File: src/rtl/timer_bank_pkg.sv
// Shared definitions for the three-channel timer bank: channel state encoding,
// default timing constants and counter width helpers.
package timer_bank_pkg;

   typedef enum logic [1:0] {
      IDLE = 2'd0,
      RUN  = 2'd1,
      DONE = 2'd2
   } chan_state_e;

   localparam int DEFAULT_PRESCALE = 12000;
   localparam int DEFAULT_T0_TICKS = 250;
   localparam int DEFAULT_T1_TICKS = 250;
   localparam int DEFAULT_T2_TICKS = 1000;

   // A zero count is treated as one.
   function automatic int at_least_one(input int x);
      return (x < 1) ? 1 : x;
   endfunction

   function automatic int width_of(input int x);
      int w;
      w = $clog2(x);
      return (w < 1) ? 1 : w;
   endfunction

endpackage

File: src/rtl/timer_channel.sv
// One-shot timer channel: arms on a start level, expires after PRESCALE*TICKS cycles.
// Periodic reload while start is held is enabled by TIMER_BANK_RELOAD_EN.
module timer_channel
   import timer_bank_pkg::*;
#(
   parameter int PRESCALE = DEFAULT_PRESCALE,
   parameter int TICKS    = DEFAULT_T0_TICKS
) (
   input  logic clock,
   input  logic reset,
   input  logic start,
   output logic intr,
   output logic busy
);

   localparam int PRE_EFF = at_least_one(PRESCALE);
   localparam int CNT_EFF = at_least_one(TICKS);
   localparam int PRE_W   = width_of(PRE_EFF);
   localparam int CNT_W   = width_of(CNT_EFF);
   localparam logic [PRE_W-1:0] PRE_LOAD = PRE_W'(PRE_EFF - 1);
   localparam logic [CNT_W-1:0] CNT_LOAD = CNT_W'(CNT_EFF - 1);

   chan_state_e      state, state_next;
   logic [PRE_W-1:0] pre, pre_next;
   logic [CNT_W-1:0] cnt, cnt_next;
   logic             intr_next;

   always_comb begin
      // NOTE: every output of this block gets a default first so no latch is inferred.
      state_next = state;
      pre_next   = pre;
      cnt_next   = cnt;
      intr_next  = 1'b0;
      case (state)
         IDLE: begin
            if (start) begin
               state_next = RUN;
               pre_next   = PRE_LOAD;
               cnt_next   = CNT_LOAD;
            end
         end
         RUN: begin
            if (!start) begin
               state_next = IDLE;
               pre_next   = '0;
               cnt_next   = '0;
            end else if (pre != '0) begin
               pre_next = pre - 1'b1;
            end else if (cnt != '0) begin
               pre_next = PRE_LOAD;
               cnt_next = cnt - 1'b1;
            end else begin
               intr_next = 1'b1;
`ifdef TIMER_BANK_RELOAD_EN
               // Reload in place so the period stays exactly N with busy held high.
               pre_next = PRE_LOAD;
               cnt_next = CNT_LOAD;
`else
               state_next = DONE;
`endif
            end
         end
         DONE: begin
            if (!start) begin
               state_next = IDLE;
            end else begin
`ifdef TIMER_BANK_RELOAD_EN
               state_next = RUN;
               pre_next   = PRE_LOAD;
               cnt_next   = CNT_LOAD;
`endif
            end
         end
         default: state_next = IDLE;
      endcase
   end

   // NOTE: sequential state uses non-blocking assignments only.
   always_ff @(posedge clock or posedge reset) begin
      if (reset) begin
         state <= IDLE;
         pre   <= '0;
         cnt   <= '0;
         intr  <= 1'b0;
      end else begin
         state <= state_next;
         pre   <= pre_next;
         cnt   <= cnt_next;
         intr  <= intr_next;
      end
   end

   assign busy = (state == RUN);

endmodule

File: src/rtl/timer_bank.sv
// Three independent timer channels (OFF, ON, IDLE times) for the LED sequencer.
// Optional periodic reload while start is held: define TIMER_BANK_RELOAD_EN.
module timer_bank
   import timer_bank_pkg::*;
#(
   parameter int PRESCALE = DEFAULT_PRESCALE,
   parameter int T0_TICKS = DEFAULT_T0_TICKS,
   parameter int T1_TICKS = DEFAULT_T1_TICKS,
   parameter int T2_TICKS = DEFAULT_T2_TICKS
) (
   input  logic       clock_in,
   input  logic       reset_in,
   input  logic       t0_start_in,
   input  logic       t1_start_in,
   input  logic       t2_start_in,
   output logic       t0_int_out,
   output logic       t1_int_out,
   output logic       t2_int_out,
   output logic [2:0] busy_out
);

   logic busy0, busy1, busy2;

   timer_channel #(.PRESCALE(PRESCALE), .TICKS(T0_TICKS)) u_ch0 (
      .clock (clock_in),
      .reset (reset_in),
      .start (t0_start_in),
      .intr  (t0_int_out),
      .busy  (busy0)
   );

   timer_channel #(.PRESCALE(PRESCALE), .TICKS(T1_TICKS)) u_ch1 (
      .clock (clock_in),
      .reset (reset_in),
      .start (t1_start_in),
      .intr  (t1_int_out),
      .busy  (busy1)
   );

   timer_channel #(.PRESCALE(PRESCALE), .TICKS(T2_TICKS)) u_ch2 (
      .clock (clock_in),
      .reset (reset_in),
      .start (t2_start_in),
      .intr  (t2_int_out),
      .busy  (busy2)
   );

   assign busy_out = {busy2, busy1, busy0};

endmodule

File: config.mk
export PLATFORM = sky130hd
export DESIGN_NAME = timer_bank
export DESIGN_NICKNAME = d
export VERILOG_FILES = /design/src/rtl/timer_bank_pkg.sv /design/src/rtl/timer_channel.sv /design/src/rtl/timer_bank.sv
export SDC_FILE = /design/constraint.sdc
export NUM_CORES = 1
export LEC_CHECK = 0
export ABC_AREA = 1
export BUFFER_PORTS_ARGS = -buffer_cell sky130_fd_sc_hd__buf_2
export CAP_MARGIN = 40
export CORE_ASPECT_RATIO = 2
export CORE_MARGIN = 8
export CORE_UTILIZATION = 46
export DETAILED_ROUTE_END_ITERATION = 6
export GPL_ROUTABILITY_DRIVEN = 0
export PLACE_DENSITY = 0.68
export SETUP_SLACK_MARGIN = 0.4
export SLEW_MARGIN = 40
export SYNTH_ARGS = -nofsm -noshare
export SYNTH_HDL_FRONTEND = slang
export SYNTH_SLANG_ARGS = --single-unit
File: constraint.sdc
create_clock -name clock_in -period 3.28 [get_ports clock_in]
set_input_delay 0.164 -clock clock_in [delete_from_list [all_inputs] [get_ports clock_in]]
set_output_delay 0.164 -clock clock_in [all_outputs]
set_load 0.005 [all_outputs]
==> run_results.csv, run 1 <==
group,metric,value,unit
worst_setup_path,crit_type,"reg2reg",
timing,max_slew_margin,54.4,%
synth,synth_mux_area_share,0,%
timing,fin_crit_sh,65.5,%
route,num_vias,4817,
place,port_buffers,10,
route,vias_per_cell,5.27,
worst_setup_path,startpoint_type,"register",
worst_setup_path,worstPathArrival,2380,ps
grt,overflow,0,
worst_setup_path,startpoint,"u_ch2.cnt[0]",
synth,ys.flop_type,"dfrtp_1",
die,start_util,47.3,%
clock_network,cts_buffers,9,
route,routedWlPerCell,13.0,um
place,placed_area,5280,um^2
finish,area_growth,8.71,%
synth,ys_warn_count,0,
clock_network,cts.htree.levels,3,
grt,antenna_found_initial,0,
clock_network,cts.sinks,77,
synth,synth-compound-area-share,10.2,%
worst_setup_path,end_kind,"register",
worst_setup_path,cpPeakStageDelay,570,ps
worst_setup_path,worstPathRequired,3510,ps
timing,whs,247,ps
worst_setup_path,cp_max_fo,15,
timing,finalSetupViolCount,0,
finish,layout_common_cells,"nand2_1 (231), nor2_1 (94), inv_1 (94)",
worst_setup_path,path_buf_inv,2,
synth,synth_top_family_by_area,"simple AND/OR/NAND/NOR gates",
power_and_ir_drop,leakage,2.93,nW
route,drc_errors,0,
worst_setup_path,cp_top_family,"simple AND/OR/NAND/NOR gates",
synth,ys_seq_area_share,37.5,%
synth,netlist_area,5140,um^2
grt,grt_pass1_wl,20900,um
finish,nets,782,
synth,ys_ff_latch,77,
clock_network,clockBufferDepth,2,
route,drtIter0Drc,224,
timing,fmax,465,MHz
synth,async_reset_ff_share,100,%
power_and_ir_drop,p_per_area,906,nW/um^2
finish,final_cell_area,5590,um^2
timing,clock_skew,7.70,ps
die,core_region_area,10900,um^2
finish,drive_gt1_share,11.5,%
route,ant_nets,0,
clock_network,cts.clk_slew.worst_paths,60,ps
power_and_ir_drop,peakVddDrop,0.526,mV
place,hpwl,8670,um
die,fp.dieW,90.7,um
finish,fillers,1065,
worst_hold_path,min-delay-path-class,"in2reg",
worst_hold_path,hold_start,"t1_start_in",
synth,synth_xor_area_share,2.39,%
clock_network,root_buffer,"clkbuf_16",
finish,layout_commonest_cell,"nand2_1",
synth,synth-simple-area-share,38.5,%
die,rows,54,
worst_setup_path,r2r-start,"u_ch2.cnt[0]",
synth,synth_nets,773,
clock_network,cts_tree,"done",
place,dp_slack,1140,ps
grt,gr-usage-all-layers,16.6,%
run,max-cap-violations,0,
grt,grt_pass1_vias,4870,
timing,rsz0062_at_grt,"false",
grt,grt_start_max_net_pins,45,
timing,period_minus_slack,2150,ps
timing,hold_violations,0,
synth,synth_edf_count,0,
finish,diodes,0,
timing,fin_ws,1130,ps
timing,worst_slew_pin_slew,683,ps
die,ios,11,
clock_network,clk_latency,340,ps
timing,tns,0,ps
synth,syn_area_per_cell,6.76,um^2
synth,synth_cell_types,38,
die,die_area,15000,um^2
timing,drv_slew,0,
clock_network,cts_resized,0,
route,drt_wl_total,11800,um
route,first_pass_iters,5,
synth,synthAdderAreaFrac,1.95,%
run_status,status,"finished clean",
worst_setup_path,critPathSlowestCell,"o21ai_2",
die,floorplan.die.height,165,um
worst_setup_path,cp_cell_sequence,"inv_1 > ha_1 > nand3_1 > nor2_2 > nand3_2 > o21ai_2 > inv_1 > nand2_1 > nand2_1",
synth,synthCells,760,
## state kept, by name (all words and copies together), names as in the netlist
signal	flops
u_ch0.cnt	8
u_ch0.intr	1
u_ch0.pre	14
u_ch0.state	2
u_ch1.cnt	8
u_ch1.intr	1
u_ch1.pre	14
u_ch1.state	2
u_ch2.cnt	10
u_ch2.intr	1
u_ch2.pre	14
u_ch2.state	2
## kinds of logic (layout without fill, tap and decap cells)
| group | count (synthesis) | count (layout) |
|---|---|---|
| AO/OA/AOI/OAI | 94 | 94 |
| XOR/XNOR | 14 | 14 |
| adder cells (fa/ha/maj) | 8 | 8 |
| buffers and inverters | 119 | 133 |
| flip-flops | 77 | 77 |
| AND/OR/NAND/NOR | 448 | 448 |
## power by group
group	switching (W)	total (W)	internal [W]
clock	0.000384	0.000989	0.000605
sequential	0.000389	0.00173	0.00134
combinational	0.00154	0.00235	0.000808
## tightest hold or removal path: stages
cell,delay (ps)
buf_2,220
nand2_1,110
a21oi_1,50
## worst paths after layout
| path | cells after the start | endpoint | slack [ps] |
|---|---|---|---|
| worst min register to register | 1 | u_ch0.state[1] | 480 |
| max in group asynchronous | 4 | u_ch2.pre[9] | 2100 |
| worst min-delay path | 3 | u_ch1.pre[11] | 250 |
| worst max register to register | 9 | u_ch2.pre[3] | 1130 |
| min in group asynchronous | 3 | u_ch1.intr | 440 |
| worst max-delay path | 9 | u_ch2.pre[3] | 1130 |
## what timing repair did
action	CTS	global route
hold buffers	1	0
hold endpoints to repair	42	0
setup buffers	0	0
## layer usage
layer	track usage, %	share of wire (%)	up-vias
met5	0	0	-
met4	8.39	2.7	0
met3	2.04	3.1	26
met2	33.7	56	81
met1	15.7	38	2309
li1	-	-	2401
## synthesized netlist by cell type, types with 6 or more instances
cell type / n / share of area [%]
inv_2: 9 / 0.66
dfrtp_1: 77 / 37
nor2_4: 6 / 1.3
nor2_2: 17 / 2.1
a21oi_1: 43 / 4.2
nand4_1: 12 / 1.5
nand2_2: 13 / 1.6
nand3_1: 55 / 5.4
ha_1: 8 / 1.9
nand2_1: 231 / 17
o21ai_2: 6 / 1.0
clkbuf_1: 6 / 0.44
xor2_1: 10 / 1.7
inv_1: 95 / 6.9
o21ai_0: 36 / 3.5
nor2_1: 94 / 6.9
## stage by stage
stage / util (%) / total power, W / instances
final: 51.4 / 0.00506 / 914
after global routing: 51.4 / 0.00557 / 914
after CTS: 51.4 / 0.00510 / 914
after detailed placement: 48.6 / 0.00408 / 897
after global placement: 48.6 / 0.00399 / 897
after floorplan: - / 0.00358 / 760
## final cells by class
class	instances	area, um^2	area share, %
clock inverter	5	50.0	0.896
clock buffer	11	243	4.34
multi-input combinational	564	2730	48.8
tap	140	175	3.13
inverter	104	393	7.03
timing repair buffer	13	75.1	1.34
sequential	77	1930	34.5
No activity file was read; power rests on OpenSTA's default activity.
==> run 2: changes to the inputs <==
- clock period: 3.28 -> 2 ns (I/O delays scaled with it)
==> run_results.csv, run 2 (synthesis results as in run 1) <==
group,metric,value,unit
worst_setup_path,critPathSlowestCell,"dfrtp_1",
finish,nets,835,
worst_setup_path,cpPeakStageDelay,400,ps
finish,drive_gt1_share,26.2,%
finish,top_regs,"u_ch0.pre (14), u_ch1.pre (14), u_ch2.pre (14)",
timing,rsz0062_at_grt,"true",
worst_setup_path,end_kind,"register",
die,floorplan.die.height,165,um
die,start_util,47.3,%
timing,tns,0,ps
power_and_ir_drop,peakVddDrop,0.725,mV
grt,grt_pass1_wl,22100,um
clock_network,clk_latency,340,ps
route,drc_errors,0,
grt,overflow,0,
run_status,status,"finished clean",
grt,gr-usage-all-layers,17.8,%
die,core_region_area,10900,um^2
worst_setup_path,cp_max_fo,10,
worst_setup_path,crit_type,"reg2reg",
worst_setup_path,cp_cell_sequence,"inv_1 > nand2_4 > nor2_4 > nand3_4 > o21ai_4 > buf_12 > buf_16 > a21oi_2",
route,drtIter0Drc,281,
timing,max_slew_margin,70.9,%
die,ios,11,
timing,worst_slew_pin_slew,436,ps
die,die_area,15000,um^2
finish,area_growth,25.3,%
place,hpwl,8870,um
timing,drv_slew,0,
route,ant_nets,0,
timing,clock_skew,5.44,ps
worst_setup_path,worstPathRequired,2220,ps
die,rows,54,
timing,finalSetupViolCount,0,
timing,hold_violations,0,
place,placed_area,5410,um^2
place,port_buffers,10,
worst_hold_path,min-delay-path-class,"in2reg",
die,fp.dieW,90.7,um
route,drt_wl_total,13400,um
worst_setup_path,r2r_cells,8,
timing,period_minus_slack,1630,ps
route,routedWlPerCell,13.9,um
finish,layout_commonest_cell,"nand2_1",
run,max-cap-violations,0,
route,num_vias,5170,
clock_network,cts.htree.levels,3,
power_and_ir_drop,leakage,3.27,nW
grt,grt_start_max_net_pins,58,
grt,antenna_found_initial,0,
worst_hold_path,whs_path_depth,3,
timing,fmax,613,MHz
finish,layout_common_cells,"nand2_1 (212), inv_1 (79), nor2_1 (74)",
clock_network,cts.sinks,77,
power_and_ir_drop,p_per_area,1470,nW/um^2
clock_network,clockBufferDepth,2,
finish,final_cell_area,6440,um^2
clock_network,root_buffer,"clkbuf_16",
grt,grt_pass1_vias,5082,
clock_network,cts_tree,"done",
worst_setup_path,startpoint_type,"register",
finish,diodes,0,
route,vias_per_cell,5.35,
worst_setup_path,worstPathArrival,1850,ps
route,first_pass_iters,4,
clock_network,cts_buffers,9,
clock_network,cts.clk_slew.worst_paths,60,ps
timing,fin_crit_sh,81.5,%
-- run 2: cell count changes in the layout (fill, tap and decap cells not counted), moves of 5 or more --
| cell | previous run | this run |
|---|---|---|
| buf_4 | 2 | 46 |
| dfrtp_1 | 77 | 69 |
| dfrtp_2 | 0 | 8 |
| ha_1 | 8 | 2 |
| ha_4 | 0 | 5 |
| inv_1 | 94 | 79 |
| inv_2 | 9 | 19 |
| nand2_1 | 231 | 212 |
| nand2_2 | 13 | 25 |
| nand2_4 | 3 | 11 |
| nor2_1 | 94 | 74 |
| nor2_4 | 6 | 26 |
| o21ai_0 | 36 | 31 |
| o21ai_1 | 1 | 6 |
-- run 2: critical path, delay by kind of cell (launching register included) --
kind | cells | cell delay, ps
AND/OR/NAND/NOR | 3 | 420
flip-flops | 1 | 400
buffers and inverters | 3 | 380
AO/OA/AOI/OAI | 2 | 310
-- run 2: per-stage QoR --
step / setup slack (ps) / power, W / hold slack [ps] / utilization (%) / std cells
6_report: 370 / 0.00950 / 122 / 59.2 / 967
5_1_grt: 307 / 0.0103 / 139 / 59.2 / 967
4_1_cts: 388 / 0.00891 / 117 / 55.5 / 944
3_5_place_dp: 138 / 0.00681 / 223 / 49.7 / 909
3_3_place_gp: 174 / 0.00665 / 218 / 49.7 / 909
2_1_floorplan: 399 / 0.00590 / 290 / - / 760
-- run 2: path summary, 6_finish.rpt --
| kind | from | endpoint | slack [ps] |
|---|---|---|---|
| setup reg to reg | u_ch2.state[1] | u_ch2.pre[2] | 370 |
| setup / recovery | u_ch2.state[1] | u_ch2.pre[2] | 370 |
| hold / removal | t0_start_in | u_ch0.state[0] | 120 |
| hold reg to reg | u_ch0.state[0] | u_ch0.state[1] | 480 |
| max in group asynchronous | reset_in | u_ch0.pre[5] | 1310 |
| min in group asynchronous | reset_in | u_ch1.intr | 390 |
-- run 2: power by group --
part           switching [W]  leakage (nW)  internal (W)  total [W]
clock network       0.000658         0.145      0.000959    0.00162
logic                0.00299          2.19       0.00194    0.00493
registers           0.000747         0.932       0.00221    0.00295
total                0.00439          3.27       0.00510    0.00950
-- run 2: area by class of cell --
cell class | count | area (um^2)
sequential | 77 | 1940
fill | 969 | 4440
timing repair buffer | 65 | 538
inverter | 104 | 407
multi-input combinational | 565 | 3090
clock buffer | 9 | 225
tap | 140 | 175
clock inverter | 7 | 66.3
-- run 2: repair_timing --
action	CTS	global route
pin swaps	15	31
gates resized for setup	37	87
endpoints found under the setup margin	57	69
buffers inserted	17	22
hold endpoints to repair	77	0
hold buffers	1	0
gates cloned	1	1
-- run 2: routing by layer --
metal	track usage, %	routed length (um)
met4	11.1	593
met3	2.26	353
met2	35.4	7600
met5	0	0
met1	16.7	4860
